`config.mk`:
```
export PLATFORM = sky130hd
export DESIGN_NAME = uart_tx_fifo
export DESIGN_NICKNAME = d
export VERILOG_FILES = /design/src/rtl/uart_pkg.sv /design/src/rtl/sync_fifo.sv /design/src/rtl/uart_tx_fifo.sv
export SDC_FILE = /design/constraint.sdc
export NUM_CORES = 1
export LEC_CHECK = 0
export CAP_MARGIN = 20
export CELL_PAD_IN_SITES_DETAIL_PLACEMENT = 1
export CELL_PAD_IN_SITES_GLOBAL_PLACEMENT = 2
export CORE_ASPECT_RATIO = 0.6
export CORE_UTILIZATION = 37
export CTS_BUF_LIST = sky130_fd_sc_hd__clkbuf_16
export DETAILED_ROUTE_END_ITERATION = 7
export PLACE_DENSITY = 0.92
export SLEW_MARGIN = 10
export SYNTH_ARGS = -nofsm -noshare
export SYNTH_HDL_FRONTEND = slang
export SYNTH_SLANG_ARGS = --single-unit
```
`constraint.sdc`:
```
create_clock -name clk -period 9 [get_ports clk]
set_input_delay 0.9 -clock clk [delete_from_list [all_inputs] [get_ports clk]]
set_output_delay 0.9 -clock clk [all_outputs]
set_load 0.005 [all_outputs]
```
`src/rtl/uart_pkg.sv`:
```
// Shared UART definitions: transmitter state encoding, status word layout and
// baud defaults common to the TX and RX sides.
package uart_pkg;

  typedef enum logic [1:0] {
    TX_IDLE  = 2'd0,
    TX_START = 2'd1,
    TX_DATA  = 2'd2,
    TX_STOP  = 2'd3
  } tx_state_e;

  localparam int STAT_BUSY  = 0;
  localparam int STAT_FULL  = 1;
  localparam int STAT_EMPTY = 2;
  localparam int STAT_OVF   = 3;
  localparam int STAT_COUNT = 8;

  // 50 MHz system clock / 115200 baud
  localparam int BAUD_DIVIDER_DEFAULT = 434;
  localparam int BAUD_CNT_W           = 20;

endpackage

```
`src/rtl/sync_fifo.sv`:
```
// Single-clock FIFO with wrapping pointers and a separate occupancy count.
// Pushes while full and pops while empty are ignored.
module sync_fifo #(
  parameter int WIDTH = 8,
  parameter int DEPTH = 8,
  localparam int AW = $clog2(DEPTH),
  localparam int CW = AW + 1
) (
  input  logic             clk,
  input  logic             resetn,
  input  logic             push,
  input  logic             pop,
  input  logic [WIDTH-1:0] din,
  output logic [WIDTH-1:0] dout,
  output logic             full,
  output logic             empty,
  output logic [CW-1:0]    count
);

  logic [WIDTH-1:0] mem_q [DEPTH];
  logic [AW-1:0]    wr_ptr_q, rd_ptr_q;
  logic [CW-1:0]    count_q;
  logic             do_push, do_pop;

  assign do_push = push & ~full;
  assign do_pop  = pop & ~empty;

  always_ff @(posedge clk or negedge resetn) begin
    if (!resetn) begin
      wr_ptr_q <= '0;
      rd_ptr_q <= '0;
      count_q  <= '0;
    end else begin
      if (do_push) wr_ptr_q <= wr_ptr_q + AW'(1);
      if (do_pop)  rd_ptr_q <= rd_ptr_q + AW'(1);
      case ({do_push, do_pop})
        2'b10:   count_q <= count_q + CW'(1);
        2'b01:   count_q <= count_q - CW'(1);
        default: count_q <= count_q;
      endcase
    end
  end

  // storage needs no reset; count gates every read of it
  always_ff @(posedge clk) begin
    if (do_push) mem_q[wr_ptr_q] <= din;
  end

  assign dout  = mem_q[rd_ptr_q];
  assign full  = (count_q == CW'(DEPTH));
  assign empty = (count_q == '0);
  assign count = count_q;

endmodule

```
`src/rtl/uart_tx_fifo.sv`:
```
// Memory-mapped 8N1 UART transmitter: bus writes queue bytes, a baud-timed FSM
// drains the queue onto serial_out, bus reads return a status word.
module uart_tx_fifo
  import uart_pkg::*;
#(
  parameter int BAUD_DIVIDER = BAUD_DIVIDER_DEFAULT,
  parameter int FIFO_DEPTH   = 8
) (
  input  logic        clk,
  input  logic        resetn,
  input  logic        enable,
  input  logic        mem_valid,
  output logic        mem_ready,
  input  logic        mem_instr,
  input  logic [3:0]  mem_wstrb,
  input  logic [31:0] mem_wdata,
  input  logic [31:0] mem_addr,
  output logic [31:0] mem_rdata,
  output logic        serial_out,
  output logic        busy
);

  localparam int CW = $clog2(FIFO_DEPTH) + 1;

  tx_state_e              state_q, state_d;
  logic [BAUD_CNT_W-1:0]  baud_q, baud_d;
  logic [2:0]             bitcnt_q, bitcnt_d;
  logic [7:0]             shifter_q, shifter_d;
  logic                   serial_q, serial_d;
  logic                   ready_q;
  logic                   ovf_q, ovf_d;
  logic                   accept, wr_req, rd_req, bit_end;
  logic                   fifo_push, fifo_pop, fifo_full, fifo_empty;
  logic [7:0]             fifo_dout;
  logic [CW-1:0]          fifo_count;
  logic [31:0]            status;
  logic                   unused_bus;

  assign unused_bus = ^{mem_instr, mem_addr, mem_wdata[31:8]};

  assign accept    = mem_valid & enable & ~ready_q;
  assign wr_req    = accept & (|mem_wstrb);
  assign rd_req    = accept & ~(|mem_wstrb);
  // fullness is judged before any same-cycle pop, so a write while full drops
  assign fifo_push = wr_req & ~fifo_full;
  assign ovf_d     = (wr_req & fifo_full) | (ovf_q & ~rd_req);

  sync_fifo #(.WIDTH(8), .DEPTH(FIFO_DEPTH)) u_fifo (
    .clk    (clk),
    .resetn (resetn),
    .push   (fifo_push),
    .pop    (fifo_pop),
    .din    (mem_wdata[7:0]),
    .dout   (fifo_dout),
    .full   (fifo_full),
    .empty  (fifo_empty),
    .count  (fifo_count)
  );

  assign bit_end = (baud_q == BAUD_CNT_W'(BAUD_DIVIDER - 1));

  always_comb begin
    state_d   = state_q;
    baud_d    = baud_q;
    bitcnt_d  = bitcnt_q;
    shifter_d = shifter_q;
    fifo_pop  = 1'b0;
    serial_d  = 1'b1;
    if (state_q != TX_IDLE) baud_d = bit_end ? '0 : baud_q + BAUD_CNT_W'(1);
    case (state_q)
      TX_IDLE: if (!fifo_empty) begin
        fifo_pop  = 1'b1;
        shifter_d = fifo_dout;
        baud_d    = '0;
        state_d   = TX_START;
      end
      TX_START: if (bit_end) begin
        bitcnt_d = '0;
        state_d  = TX_DATA;
      end
      TX_DATA: if (bit_end) begin
        shifter_d = {1'b0, shifter_q[7:1]};
        bitcnt_d  = bitcnt_q + 3'd1;
        if (bitcnt_q == 3'd7) state_d = TX_STOP;
      end
      TX_STOP: if (bit_end) begin
        if (!fifo_empty) begin
          fifo_pop  = 1'b1;
          shifter_d = fifo_dout;
          state_d   = TX_START;
        end else begin
          state_d = TX_IDLE;
        end
      end
      default: state_d = TX_IDLE;
    endcase
    // line level is decided from the next state so it is registered glitch-free
    case (state_d)
      TX_START: serial_d = 1'b0;
      TX_DATA:  serial_d = shifter_d[0];
      default:  serial_d = 1'b1;
    endcase
  end

  always_ff @(posedge clk or negedge resetn) begin
    if (!resetn) begin
      state_q   <= TX_IDLE;
      baud_q    <= '0;
      bitcnt_q  <= '0;
      shifter_q <= '0;
      serial_q  <= 1'b1;
      ready_q   <= 1'b0;
      ovf_q     <= 1'b0;
    end else begin
      state_q   <= state_d;
      baud_q    <= baud_d;
      bitcnt_q  <= bitcnt_d;
      shifter_q <= shifter_d;
      serial_q  <= serial_d;
      ready_q   <= accept;
      ovf_q     <= ovf_d;
    end
  end

  assign busy = ~fifo_empty | (state_q != TX_IDLE);

  always_comb begin
    status                  = '0;
    status[STAT_BUSY]       = busy;
    status[STAT_FULL]       = fifo_full;
    status[STAT_EMPTY]      = fifo_empty;
    status[STAT_OVF]        = ovf_q;
    status[STAT_COUNT +: CW] = fifo_count;
  end

  assign mem_rdata  = enable ? status : '0;
  assign mem_ready  = ready_q;
  assign serial_out = serial_q;

endmodule

```
==> reports/results.tsv, run 1 <==
metric	value	unit
grt_pass1_vias	3606	
r2r_slack	5.77	ns
clk_latency	0.35	ns
pin_count	108	
dpl.hpwl	8.44	mm
htreeDepth	3	
holdWs	0.473	ns
cts.sinks	110	
vias	3380	
crit_fanout	13	
drv_slew	0	
yosysWarnings	0	
timing.final.crit_share	45.2	%
status	completed	
hold_violations	0	
start_util	38.6	%
die_height	95.2	µm
track_usage	17.6	%
cts_tree	done	
rsz0062_at_grt	false	
num-nets-final	532	
slowest_stage	and2_1	
ys.flop_type	edfxtp_1	
fmax	0.246	GHz
end_kind	primary output	
dieArea	15000	µm²
viasPerCell	5.27	
drv_cap	0	
postCtsHoldBufs	0	
criticalPathCategory	reg -> out	
grt_remaining_overflow	0	
cts-root-buf	clkbuf_16	
coreArea	13900	µm²
synth_edf_count	64	
synth.yosys.seq_area_share	57.4	%
drive_above_1_share	11.4	%
post-route-min-period	4.07	ns
io_buffers	26	
die_width	157	µm
endpoint	mem_rdata[0]	
rows	33	
clk_pin_slew	0.07	ns
ys_types	64	
antenna_found_initial	0	
first_iter_violations	169	
cts_inserted_buffers	9	
slowest_delay	0.55	ns
finalSetupViolCount	0	
syn_area	5360	µm²
dr.pass1.iters	4	
vdd_drop_max	0.123	mV
wl_per_cell	18.8	µm
p_leak	2.27	nW
worst-r2r-cell-count	11	
cts.repair.resized	0	
synthArstFlopShare	41.8	%
required	8.10	ns
max_slew.worst_pin.slew	1.08	ns
grt_pass1_wl	19.5	mm
drc	0	
grt_max_degree	47	
cellPowerDensity	276	nW/µm²
synth_seq_cells	110	
place_congestion	0.773	
reg2reg_to	u_fifo.count[3]	
crit_path_start_kind	flop	
crit_chain	inv_1, ha_1, and2_1, inv_1, and2_1, clkdlybuf4s50_1	
cp-startpoint	state_q[1]	
hp-class	in -> async	
area_delta_synth_final	13.4	%
clockBufferDepth	2	
wirelength	12.0	mm
n_antenna_cell	0	
fin_setup_tns	0	ns
synth.avg_cell_area	12.8	µm²
arrival	3.17	ns
synth_cells	418	
max_slew_margin	27.9	%
fin_skew	0.00612	ns
antenna_left	0	
r2r_start	baud_q[2]	
cts_setup_buffers	0	
==> cells in the final DEF, fill, tap and decap left out, types with 4 or more instances in the layout <==
cell,count
mux4_2,14
mux2i_1,11
inv_1,13
dfrtp_1,45
ha_1,14
clkbuf_16,9
nor2b_1,4
a21oi_1,11
nor4_1,6
and2_1,10
nor2_1,23
nand2_1,34
a221o_1,6
xnor2_1,4
o31ai_1,6
a211oi_1,6
xor2_1,7
clkdlybuf4s50_1,25
edfxtp_1,64
nor3_1,5
nand3_1,10
o21ai_0,28
nand4_1,4
nand2b_1,7
conb_1,24
==> synth_stat cells (all sizes together) (3+ instances only) <==
cell / n / area (µm²)
nand4: 4 / 25.0
clkbuf: 10 / 47.5
dfrtp: 45 / 1130
a221o: 6 / 60.1
o31ai: 7 / 66.3
ha: 14 / 175
mux2i: 11 / 110
xnor2: 4 / 35.0
nand2b: 8 / 52.6
inv: 12 / 45.0
a21o: 3 / 22.5
nor2b: 4 / 25.0
o41ai: 3 / 26.3
a31oi: 4 / 31.3
or4: 3 / 30.0
buf: 29 / 219
a21oi: 12 / 63.8
nor4: 7 / 50.1
edfxtp: 64 / 1920
xor2: 7 / 61.3
a211oi: 7 / 65.1
o21ai: 28 / 140
nor2: 24 / 97.6
nand2: 35 / 139
and2: 10 / 62.6
nand3: 10 / 50.1
nor3: 6 / 35.0
mux4: 14 / 315
==> worst max-delay path: cells and delay by family, from the launching register on <==
| family | cells | cell delay (ns) |
|---|---|---|
| buffers and inverters | 3 | 1.05 |
| and+or+nand+nor | 2 | 0.81 |
| DFF | 1 | 0.48 |
| adders and majority gates | 1 | 0.47 |
==> layer usage <==
| metal | vias up | wire length (µm) | track usage (%) |
|---|---|---|---|
| li1 | 1575 | - | - |
| met1 | 1698 | 5750 | 24.0 |
| met2 | 91 | 5390 | 27.7 |
| met3 | 16 | 668 | 3.91 |
| met4 | 0 | 226 | 6.55 |
| met5 | - | 0 | 0 |
==> through the flow <==
stage	area (µm²)	power, mW	util, %	instances	setup WS (ns)
2_1_floorplan	5440	1.07	-	441	6.04
5_1_grt	6080	1.77	43.8	641	4.76
4_1_cts	6030	1.67	43.5	639	4.96
3_5_place_dp	5690	1.23	41.0	623	5.05
3_3_place_gp	5690	1.19	41.0	623	5.19
6_report	6080	1.67	43.8	641	4.93
==> logic make-up after synthesis <==
family	share of synthesized area, %
xor+xnor	1.80
simple gates	11.9
other cells	0.0700
mux	8.36
flops	57.4
fa+ha+maj	3.64
compound gates	11.0
buf+inv	5.82
==> power by group <==
group          internal, mW  leakage (nW)  total (mW)  switching (mW)
clock                 0.249         0.166       0.438           0.189
combinational         0.259         0.921       0.532           0.273
sequential            0.602          1.18       0.704           0.102
==> flip-flops by register name, summed over array words and instances (netlist names) <==
name and count:
baud_q 20, state_q 2, u_fifo.wr_ptr_q 3, shifter_q 8, u_fifo.count 4, u_fifo.rd_ptr_q 3, mem_ready 1, serial_out 1
bitcnt_q 3, ovf_q 1, u_fifo.mem_q 64
==> final cells by class <==
type | count | area (µm²)
flip-flops and latches | 110 | 3070
fillers | 1479 | 7800
clock inverters | 7 | 109
inverters | 12 | 45.0
clock buffers | 9 | 225
repair buffers | 31 | 325
well taps | 192 | 240
multi-input cells | 280 | 2060
==> worst min-delay path by stage <==
stage / startpoint / cells after the start / to / slack (ns)
2_1_floorplan: bitcnt_q[0] / 1 / bitcnt_q[0] / 0.46
3_3_place_gp: bitcnt_q[1] / 1 / bitcnt_q[1] / 0.48
3_5_place_dp: mem_ready / 1 / mem_ready / 0.49
4_1_cts: mem_ready / 1 / mem_ready / 0.51
5_1_grt: resetn / 1 / baud_q[9] / 0.49
6_report: resetn / 1 / baud_q[9] / 0.47
Power figures use the tool's default switching activity.
==> run 2: changes to the inputs <==
--- a/config.mk
+++ b/config.mk
@@ -9,10 +9,10 @@
 export CELL_PAD_IN_SITES_DETAIL_PLACEMENT = 1
 export CELL_PAD_IN_SITES_GLOBAL_PLACEMENT = 2
 export CORE_ASPECT_RATIO = 0.6
-export CORE_UTILIZATION = 37
+export CORE_UTILIZATION = 31
 export CTS_BUF_LIST = sky130_fd_sc_hd__clkbuf_16
 export DETAILED_ROUTE_END_ITERATION = 7
-export PLACE_DENSITY = 0.92
+export PLACE_DENSITY = 0.83
 export SLEW_MARGIN = 10
 export SYNTH_ARGS = -nofsm -noshare
 export SYNTH_HDL_FRONTEND = slang
==> constraint.sdc (replaced) <==
create_clock -name clk -period 3.6 [get_ports clk]
set_input_delay 0.36 -clock clk [delete_from_list [all_inputs] [get_ports clk]]
set_output_delay 0.36 -clock clk [all_outputs]
set_load 0.005 [all_outputs]
==> run 2 against run 1 <==
- sequential power increased to 2.5 times the previous value
- via count increased by 2.6%
- register-to-register slack got worse by 5.2 ns
- sequential share of layout area decreased by 0.51 points
- die area increased by 19%
- total power increased by 150%
- critical endpoint is now u_fifo.count[3]
- largest cell class unchanged
==> reports/results.tsv, run 2 (synthesis gave the netlist of run 1 again) <==
metric	value	unit
drc	0	
viasPerCell	5.06	
clockBufferDepth	2	
grt_remaining_overflow	0	
max_slew.worst_pin.slew	0.980	ns
cts_inserted_buffers	9	
r2r_slack	0.58	ns
criticalPathCategory	reg -> reg	
place_congestion	0.746	
timing.final.crit_share	83.8	%
post-route-min-period	3.02	ns
dieArea	17800	µm²
htreeDepth	3	
fin_skew	0.0102	ns
wirelength	12.1	mm
cellPowerDensity	673	nW/µm²
die_height	104	µm
ff_latch_area	3070	µm²
holdWs	0.107	ns
fillers	1810	
cts.repair.resized	0	
finalNonFillerCells	686	
antenna_found_initial	0	
arrival	3.25	ns
vias	3469	
n_antenna_cell	0	
regMostFlops	u_fifo.mem_q	
fin_util	37.0	%
drv_cap	0	
area_delta_synth_final	14.6	%
coreArea	16600	µm²
final_common_cell	edfxtp_1	
track_usage	14.3	%
max_slew_margin	34.6	%
pin_count	108	
p_leak	2.30	nW
dr.pass1.iters	5	
drv_slew	0	
postCtsHoldBufs	0	
status	completed	
layout_common_cells	64 x edfxtp_1, 45 x dfrtp_1, 34 x nand2_1	
io_buffers	26	
cts_setup_buffers	0	
crit_fanout	7	
multiInputGateArea	2060	µm²
clk_latency	0.36	ns
grt_pass1_vias	3528	
num-nets-final	541	
dpl.hpwl	8.55	mm
end_kind	flop	
first_iter_violations	269	
rows	36	
finalSetupViolCount	0	
cts.sinks	110	
hp-class	in -> async	
top_regs	u_fifo.mem_q (64), baud_q (20), shifter_q (8)	
drive_above_1_share	12.9	%
wl_per_cell	17.6	µm
antenna_left	0	
clk_pin_slew	0.07	ns
required	3.83	ns
start_util	32.3	%
cts-root-buf	clkbuf_16	
vdd_drop_max	0.308	mV
grt_pass1_wl	19.3	mm
grt_max_degree	47	
fin_setup_tns	0	ns
cts_tree	done	
crit_path_start_kind	flop	
fmax	0.331	GHz
largest_reg_flops	64	
hold_violations	0	
rsz0062_at_grt	false	
die_width	172	µm
dp_cells	670	
## run 2: cell types whose count changed in the layout (fill, tap and decap cells not counted), sizes merged
| cell | previous run | this run |
|---|---|---|
| buf | 6 | 15 |
| clkinv | 2 | 1 |
| inv | 15 | 16 |
## run 2: cell type report
cell class	count	area share, %
clock buffer	9	3.67
clock inverter	7	1.47
inverter	12	0.734
multi-input combinational	280	33.5
sequential	110	50.1
tap	228	4.65
timing repair buffer	40	5.87
## run 2: through the flow
step | power, mW | setup slack [ns] | cell area, µm²
global placement | 3.01 | 0.643 | 5820
global route | 4.36 | 0.333 | 6140
detailed placement | 3.09 | 0.539 | 5820
floorplan | 2.68 | 0.763 | 5440
CTS | 4.16 | 0.546 | 6140
finish | 4.13 | 0.583 | 6140
## run 2: metal layers
layer / track usage, % / vias to the layer above / wire length [µm]
met2: 21.3 / 67 / 5410
li1: - / 1590 / -
met1: 21.2 / 1801 / 6090
met5: 0 / - / 0
met3: 2.67 / 11 / 426
met4: 3.64 / 0 / 128
## run 2: worst paths after layout
path	startpoint	cells after the start	end
setup / recovery	baud_q[2]	11	u_fifo.count[3]
hold / removal	resetn	2	baud_q[9]
setup reg to reg	baud_q[2]	11	u_fifo.count[3]
hold reg to reg	mem_ready	1	mem_ready
max in group asynchronous	resetn	2	shifter_q[3]
min in group clk	mem_ready	1	mem_ready
## run 2: worst max-delay path, stage by stage, from the launching register on
cell     delay (ns)
dfrtp_1        0.45
or4_4          0.58
nor4_2         0.21
a31oi_1        0.16
nor3_2         0.30
ha_1           0.27
ha_1           0.25
a21o_1         0.17
a21oi_1        0.17
xnor2_1        0.13
nor2_1         0.07
xor2_1         0.14
## run 2: power breakdown
| part | total (mW) | switching, mW | internal, mW |
|---|---|---|---|
| Clock | 1.06 | 0.454 | 0.609 |
| Combinational | 1.30 | 0.668 | 0.634 |
| Sequential | 1.76 | 0.258 | 1.50 |
| Total | 4.13 | 1.38 | 2.75 |
